**config.mk**
```make
export PLATFORM = sky130hd
export DESIGN_NAME = transaction_engine
export DESIGN_NICKNAME = d
export VERILOG_FILES = /design/src/rtl/txn_pkg.sv /design/src/rtl/txn_balance_alu.sv /design/src/rtl/transaction_engine.sv
export SDC_FILE = /design/constraint.sdc
export NUM_CORES = 1
export LEC_CHECK = 0
export ABC_AREA = 1
export BUFFER_PORTS_ARGS = -buffer_cell sky130_fd_sc_hd__buf_4
export CORE_MARGIN = 2
export CORE_UTILIZATION = 55
export CTS_CLUSTER_SIZE = 14
export DETAILED_ROUTE_END_ITERATION = 6
export PLACE_DENSITY_LB_ADDON = 0.1
export SETUP_SLACK_MARGIN = 0.1
export SLEW_MARGIN = 20
export SYNTH_ARGS = -nofsm -noshare
export SYNTH_HDL_FRONTEND = slang
export SYNTH_SLANG_ARGS = --single-unit
```
**constraint.sdc**
```tcl
create_clock -name clock -period 3.5 [get_ports clock]
set_clock_uncertainty 0.2 [all_clocks]
set_input_delay 0.7 -clock clock [delete_from_list [all_inputs] [get_ports clock]]
set_output_delay 0.7 -clock clock [all_outputs]
set_load 0.02 [all_outputs]
```
**src/rtl/txn_pkg.sv**
```systemverilog
// rtl/txn_pkg.sv - shared types and constants for the coin transfer engine
package txn_pkg;

  typedef enum logic [3:0] {
    ST_IDLE,
    ST_CHECK,
    ST_RD_S,
    ST_RD_R,
    ST_EVAL,
    ST_WR_S,
    ST_WR_R,
    ST_ANIM_GO,
    ST_ANIM_WAIT,
    ST_DONE
  } txn_state_e;

  typedef enum logic [1:0] {
    TXN_OK       = 2'b00,
    TXN_BAD_KEY  = 2'b01,
    TXN_INSUFF   = 2'b10,
    TXN_OVERFLOW = 2'b11
  } txn_status_e;

  localparam logic ADDR_P0 = 1'b0;
  localparam logic ADDR_P1 = 1'b1;

  function automatic logic player_addr(input logic idx);
    return idx ? ADDR_P1 : ADDR_P0;
  endfunction

endpackage

```
**src/rtl/txn_balance_alu.sv**
```systemverilog
// rtl/txn_balance_alu.sv - funds/overflow checks and updated balances for one transfer
module txn_balance_alu #(
  parameter int BAL_W = 8
) (
  input  logic [BAL_W-1:0] bal_s,
  input  logic [BAL_W-1:0] bal_r,
  input  logic [BAL_W-1:0] amount,
  output logic             insufficient,
  output logic             overflow,
  output logic [BAL_W-1:0] new_s,
  output logic [BAL_W-1:0] new_r
);

  logic [BAL_W:0] sum_r;

  // One extra bit so the receiver carry-out is visible as overflow.
  assign sum_r        = {1'b0, bal_r} + {1'b0, amount};
  assign insufficient = ({1'b0, bal_s} < {1'b0, amount});
  assign overflow     = sum_r[BAL_W];
  assign new_s        = bal_s - amount;
  assign new_r        = sum_r[BAL_W-1:0];

endmodule

```
**src/rtl/transaction_engine.sv**
```systemverilog
// rtl/transaction_engine.sv - coin transfer slave FSM; TXN_ANIM_EN adds the animation handshake
module transaction_engine
  import txn_pkg::*;
#(
  parameter int BAL_W = 8,
  parameter int KEY_W = 8
) (
  input  logic             clock,
  input  logic             resetn,
  input  logic             start_transaction,
  input  logic             sender,
  input  logic [BAL_W-1:0] amount,
  input  logic [KEY_W-1:0] key,
  input  logic [KEY_W-1:0] expected_key,
  output logic             mem_addr,
  output logic             mem_we,
  output logic [BAL_W-1:0] mem_wdata,
  input  logic [BAL_W-1:0] mem_rdata,
  output logic             anim_start,
  input  logic             anim_done,
  output logic             finished_transaction,
  output logic [1:0]       txn_status
);

  txn_state_e       state;
  logic [BAL_W-1:0] bal_s;
  logic [BAL_W-1:0] bal_r;
  logic             mem_we_q;
  logic [BAL_W-1:0] alu_bal_r;
  logic             insufficient;
  logic             overflow;
  logic [BAL_W-1:0] new_s;
  logic [BAL_W-1:0] new_r;

  // In EVAL the receiver balance is still on the read bus, not yet in bal_r.
  assign alu_bal_r = (state == ST_EVAL) ? mem_rdata : bal_r;

  txn_balance_alu #(.BAL_W(BAL_W)) u_alu (
    .bal_s        (bal_s),
    .bal_r        (alu_bal_r),
    .amount       (amount),
    .insufficient (insufficient),
    .overflow     (overflow),
    .new_s        (new_s),
    .new_r        (new_r)
  );

  // A reset landing on a write cycle must not reach the memory.
  assign mem_we = mem_we_q & resetn;

`ifdef TXN_ANIM_EN
  logic anim_start_q;
  assign anim_start = anim_start_q;
`else
  logic unused_anim_done;
  assign anim_start       = 1'b0;
  assign unused_anim_done = anim_done;
`endif

  always_ff @(posedge clock) begin
    if (!resetn) begin
      state                <= ST_IDLE;
      bal_s                <= '0;
      bal_r                <= '0;
      mem_addr             <= 1'b0;
      mem_we_q             <= 1'b0;
      mem_wdata            <= '0;
      finished_transaction <= 1'b0;
      txn_status           <= TXN_OK;
`ifdef TXN_ANIM_EN
      anim_start_q         <= 1'b0;
`endif
    end else begin
      mem_we_q <= 1'b0;
`ifdef TXN_ANIM_EN
      anim_start_q <= 1'b0;
`endif
      case (state)
        ST_IDLE: begin
          if (start_transaction) state <= ST_CHECK;
        end
        ST_CHECK: begin
          if (key != expected_key) begin
            txn_status           <= TXN_BAD_KEY;
            finished_transaction <= 1'b1;
            state                <= ST_DONE;
          end else begin
            mem_addr <= player_addr(sender);
            state    <= ST_RD_S;
          end
        end
        ST_RD_S: begin
          mem_addr <= player_addr(~sender);
          state    <= ST_RD_R;
        end
        ST_RD_R: begin
          bal_s <= mem_rdata;
          state <= ST_EVAL;
        end
        ST_EVAL: begin
          bal_r <= mem_rdata;
          if (insufficient) begin
            txn_status           <= TXN_INSUFF;
            finished_transaction <= 1'b1;
            state                <= ST_DONE;
          end else if (overflow) begin
            txn_status           <= TXN_OVERFLOW;
            finished_transaction <= 1'b1;
            state                <= ST_DONE;
          end else begin
            txn_status <= TXN_OK;
            mem_we_q   <= 1'b1;
            mem_addr   <= player_addr(sender);
            mem_wdata  <= new_s;
            state      <= ST_WR_S;
          end
        end
        ST_WR_S: begin
          mem_we_q  <= 1'b1;
          mem_addr  <= player_addr(~sender);
          mem_wdata <= new_r;
          state     <= ST_WR_R;
        end
        ST_WR_R: begin
`ifdef TXN_ANIM_EN
          anim_start_q <= 1'b1;
          state        <= ST_ANIM_GO;
`else
          finished_transaction <= 1'b1;
          state                <= ST_DONE;
`endif
        end
`ifdef TXN_ANIM_EN
        ST_ANIM_GO: begin
          state <= ST_ANIM_WAIT;
        end
        ST_ANIM_WAIT: begin
          if (anim_done) begin
            finished_transaction <= 1'b1;
            state                <= ST_DONE;
          end
        end
`endif
        ST_DONE: begin
          if (!start_transaction) begin
            finished_transaction <= 1'b0;
            state                <= ST_IDLE;
          end
        end
        default: begin
          finished_transaction <= 1'b0;
          state                <= ST_IDLE;
        end
      endcase
    end
  end

endmodule

```
-- Word-level counts from Yosys, hierarchy flattened
Index checks and enable logic that the tools add are counted.
- bits in registers: 33
- bits of input ports: 37
- output and inout bits: 14
- word-level logic and storage cells: 67
- $add $sub $neg: 2
- order comparisons: 1
- equal/unequal tests: 15
- muxes and demuxes: 28
- bitwise gates (word level): 2
- reductions and logical operators: 11
- operators by type and width (operator ; count):
    4-bit case mux with 8 select lines ; 1
    8-bit two-way mux ; 3
    4-bit two-way mux ; 5
    8-bit case mux with 2 select lines ; 1
    4-bit by 3-bit equality test with 1-bit output, second input constant ; 3
    2-bit inequality test, second input constant ; 6
    1-bit two-way mux ; 11
    8-bit by 8-bit adder with 9-bit output ; 1
    4-bit by 2-bit equality test with 1-bit output, second input constant ; 2
    8-bit < comparator ; 1
    8-bit inequality test ; 1
    4-bit AND reduction ; 2
    8-bit subtractor ; 1
    2-bit two-way mux ; 3
    1-bit case mux with 5 select lines ; 1
    4-bit by 1-bit equality test with 1-bit output, second input constant ; 1
    4-bit equality test, second input constant ; 1
    4-bit logical NOT ; 1
    2-bit case mux with 2 select lines ; 1
    2-bit AND reduction ; 2
    2-bit nonzero test ; 2
    4-bit OR reduction ; 1
    3-bit by 2-bit inequality test with 1-bit output, second input constant ; 1
    1-bit case mux with 3 select lines ; 1
    6 further kinds ; 6

-- Longest topological paths before layout
- depth after elaboration: 6
- gate-level depth with buffers: 20
- depth with buffers taken out: 19

-- Modules after synthesis
From an unflattened synthesis, not the netlist that was laid out.
- cells, all modules: 352
- area, all modules: 2304.7 um^2
- modules (own cells, without submodules) (module ; instances ; cells each ; area each (um^2) ; sequential area each (um^2)):
    transaction_engine ; 1 ; 227 ; 1585.3 ; 660.6
    txn_balance_alu ; 1 ; 125 ; 719.4 ; 0.0

-- Least setup slack after synthesis
No wires, ideal clock.
- path kind: reg-to-reg
- from: register state[0]
- to: register mem_wdata[1]
- library setup time: 115 ps
- data arrival time: 2290 ps
- required time: 3185 ps
- setup slack: 895 ps
- stages on the path, launching flop included: 20
- clock period less this slack: 2605 ps
- path through: dfxtp_1 > inv_1 > nand2_1 > nor2_4 > inv_1 > buf_2 > nand2_1 > o21ai_2 > ha_1 > inv_1 > fa_1 > inv_1 > nand3_1 > nand2_2 > a21oi_4 > nand3_2 > nand2_2 > buf_6 > o21ai_1 > nor2_1
- cells in the longest elaborated chain, start to end: 5
- elaborated cells between the ends (all ways): 9
- those cells by class: add/sub: 1; eq/ne: 4; mux: 2; reduce/logical: 2
- RTL lines (item ; line ; text):
    start: declaration ; transaction_engine.sv:25 ; txn_state_e state;
    start signal: assignment ; transaction_engine.sv:62 ; state <= ST_IDLE;
    start signal: assignment ; transaction_engine.sv:80 ; if (start_transaction) state <= ST_CHECK;
    start signal: assignment ; transaction_engine.sv:86 ; state <= ST_DONE;
    4-bit by 3-bit equality test with 1-bit output (*) ; transaction_engine.sv:36 ; assign alu_bal_r = (state == ST_EVAL) ? mem_rdata : bal_r;
    8-bit two-way mux (*) ; -- ;
    net alu_bal_r[0] ; transaction_engine.sv:29 ; logic [BAL_W-1:0] alu_bal_r;
    8-bit by 8-bit adder with 9-bit output (*) ; txn_balance_alu.sv:17 ; assign sum_r = {1'b0, bal_r} + {1'b0, amount};
    2-bit inequality test (no source line) ; -- ;
    3-bit AND reduction (no source line) ; -- ;
    end signal: assignment ; transaction_engine.sv:114 ; mem_wdata <= new_s;
    end signal: assignment ; transaction_engine.sv:121 ; mem_wdata <= new_r;
    end: declaration ; transaction_engine.sv:17 ; output logic [BAL_W-1:0] mem_wdata,
The timed path passes the listed nets; every way through them passes the cells marked *.
A chain may end at the register's enable or synchronous reset.

-- Worst setup path after layout
- from: register state[0]
- to: register mem_wdata[7]
The elaborated chain is that of the path after synthesis.

==> reports/qor.txt <==
Combinational family with the most area after synthesis = simple AND/OR/NAND/NOR gates
Critical Path AT = 3.05 ns
Fin nets = 479
Total number of vias = 2361
Post-Synth Adder-Cell Area = 9.974%
Post-synthesis sequential area ratio = 27.43%
Hold buffer count at cts = 0
Most frequent cell after synthesis = nand2_1
Fmax = 0.3264 GHz
Worst-path clk slew = 0.07 ns
Number of flops mapped to enable cells by yosys = 0
Final setup vio count = 0
Asr flop ratio synth = 0%
Setup TNS = 0 ns
Clk root buf = clkbuf_8
Post-DP HPWL = 4.032 mm
Num ports = 51
Worst-path fanout max = 11
Num rows = 24
Tightest Hold Check Type = reg -> reg
Met1 Use GR = 30.57%
Die Area = 4925 sq um
Initial antenna violation count = 0
Met3 usage = 4.906%
Yosys reg bits = 33
Top post-synthesis cells by area = dfxtp_1, nand2_1, inv_1
RSZ-0062 raised after global routing = no
Chip Height = 70.18 um
Number of global-route vias before repair = 2173
Crit. End Element = flip-flop
Ant. Diodes = 0
Post-DRT Antenna Nets = 0
Peak VDD IR = 0.3563 mV
MaxCap Viol Count = 0
Fin crit period = 3.063 ns
IO buf count = 48
Reg2Reg Setup Slack = 0.44 ns
CTS tree = done
Clock tree sinks = 33
Average routed wire per standard cell = 11.18 um
Vias per cell = 4.950
Critical path class = reg -> reg
GRT Overall Usage = 23.27%
Core area = 4294 sq um
Pin count of the biggest net entering global routing = 20
Cells after Synth = 377
Deepest clock path buffer count = 2
Detailed Route Iter0 Violations = 126
Fraction of layout instances using a drive strength above 1 = 18.82%
Tcrit/Tclk final = 87.52%
Post-Syn Area = 2409 sq um
Commonest cells post-synth = nand2_1, inv_1, nor2_1
Core Util, Final = 67.83%
Clock latency on the worst-skew pair = 0.29 ns
Critical Path Start Type = flip-flop
Total wire length = 5.332 mm
Initial Util = 56.09%
Residual DRC = 0
Max-slew violations = 0
Global route overflow = 0
XOR/XNOR share of the synthesized area = 2.909%
Syn avg cell area = 6.389 sq um
Worst slack at placement = 0.4663 ns
Yosys top cell area share = 27.43%
Max-slew headroom = 55.68%
Worst-margin pin slew = 0.6640 ns
GRT busiest layer = met2
GP Congestion = 0.8797
Post-synthesis cell type count = 33
Status = completed
Area share of and/or/nand/nor cells after synthesis = 32.42%
Leakage = 1.565 nW
WHS Endpoint = mem_wdata[5]$_SDFFE_PN0P_
Initial DRT Pass Iterations = 4
Startpoint of the worst-slack reg-to-reg timing path = state[0]$_SDFFE_PN0P_
Met2 usage = 37.78%
Final Hold Fails = 0
R2R cell count = 16
Hold Path Depth = 2
Min-delay src = mem_wdata[5]$_SDFFE_PN0P_
Mux share of post-synthesis cell area = 0%
Htree depth = 2
P&R area growth vs syn = 20.93%
R2R Path End = mem_wdata[7]$_SDFFE_PN0P_
Complex-gate fraction of the synthesized area = 13.61%
Syn Nets = 432
First-pass GRT wire length = 9.280 mm
Total CTS buffers = 5
Synth warn = 0
Worst Path Required = 3.49 ns
Final setup margin = 0.4367 ns
Top FF cell, synth = dfxtp_1
Area leader, netlist = dfxtp_1
Pwr/cell area = 337.8 nW/um^2
Overall die width = 70.18 um
## cells by family after synthesis
family,after synthesis
flops,33
other cells,1
compound gates,55
simple gates,184
buf+inv,78
fa+ha+maj,18
xor+xnor,8
## worst max-delay path, stage by stage (launching register included)
cell and delay (ns):
dfxtp_1 0.34, inv_1 0.09, nand2_1 0.11, nor2_4 0.18
clkinvlp_4 0.27, o21ai_2 0.22, ha_1 0.24, inv_1 0.07
fa_1 0.40, inv_1 0.07, nand3_1 0.08, nand2_2 0.13
a21oi_4 0.09, nand3_2 0.08, nand2_2 0.14, o21ai_0 0.19
nor2_1 0.06
## sequential cells by signal, summed over array words and instances (netlist names)
register	flops
mem_wdata	8
bal_s	8
txn_status	2
state	4
bal_r	8
finished_transaction	1
mem_we_q	1
mem_addr	1
## per-layer routing
layer  vias up  share of wire, %
met5         -                 0
met4         0               1.2
met3         8               5.0
met2        55                47
met1      1028                47
li1       1270                 -
## per-stage QoR
stage                     total power [mW]  cell area (sq um)  hold slack, ns  instances
after global placement              0.5549               2775          0.2641        469
after CTS                           0.9904               2909          0.2816        477
after floorplan                     0.4987               2409          0.3045        377
after detailed placement            0.5583               2775          0.2699        469
final                               0.9840               2913          0.2825        477
after global routing                 1.025               2913          0.3069        477
## how the worst max path moves through the flow
| stage | startpoint | endpoint | slack [ns] | cells past startpoint |
|---|---|---|---|---|
| floorplan | state[0]$_SDFFE_PN0P_ | mem_wdata[1]$_SDFFE_PN0P_ | 0.90 | 19 |
| global placement | state[0]$_SDFFE_PN0P_ | mem_wdata[7]$_SDFFE_PN0P_ | 0.51 | 17 |
| detailed placement | state[1]$_SDFFE_PN0P_ | mem_wdata[7]$_SDFFE_PN0P_ | 0.47 | 17 |
| CTS | state[1]$_SDFFE_PN0P_ | mem_wdata[7]$_SDFFE_PN0P_ | 0.43 | 17 |
| global route | state[2]$_SDFFE_PN0P_ | mem_wdata[7]$_SDFFE_PN0P_ | 0.11 | 15 |
| finish | state[0]$_SDFFE_PN0P_ | mem_wdata[7]$_SDFFE_PN0P_ | 0.44 | 16 |
## cells in the final DEF (no fill, tap or decap), types with 2 or more instances in the layout
cell type	count
a21oi_1	24
o21ai_0	15
xnor2_1	7
o21ai_1	3
clkbuf_8	5
dfxtp_1	33
nand2_1	96
nor2_1	42
nand3b_1	2
nand2_2	6
inv_2	2
ha_1	16
o21ai_2	8
nand3_1	28
inv_1	66
nand4_1	4
fa_1	2
bufinv_16	2
buf_4	49
## final cells by class
| class | count | area [sq um] |
|---|---|---|
| Clock buffer | 5 | 68.82 |
| Clock inverter | 3 | 65.06 |
| Fill cell | 400 | 1381 |
| Inverter | 69 | 262.8 |
| Multi-Input combinational cell | 266 | 1423 |
| Sequential cell | 33 | 660.6 |
| Tap cell | 52 | 65.06 |
| Timing Repair Buffer | 49 | 367.9 |
## power by group
part           internal (mW)  total (mW)  switching, mW
clock network          0.283       0.433          0.150
registers              0.384       0.390        0.00558
logic                 0.0721       0.162         0.0895
total                  0.739       0.984          0.245
## repair_timing
item	in CTS	in global routing
resized for setup	0	1
buffers inserted	0	0
endpoints found under the hold margin	0	0
setup endpoints to repair	0	1
(Power assumes the default switching activity.)
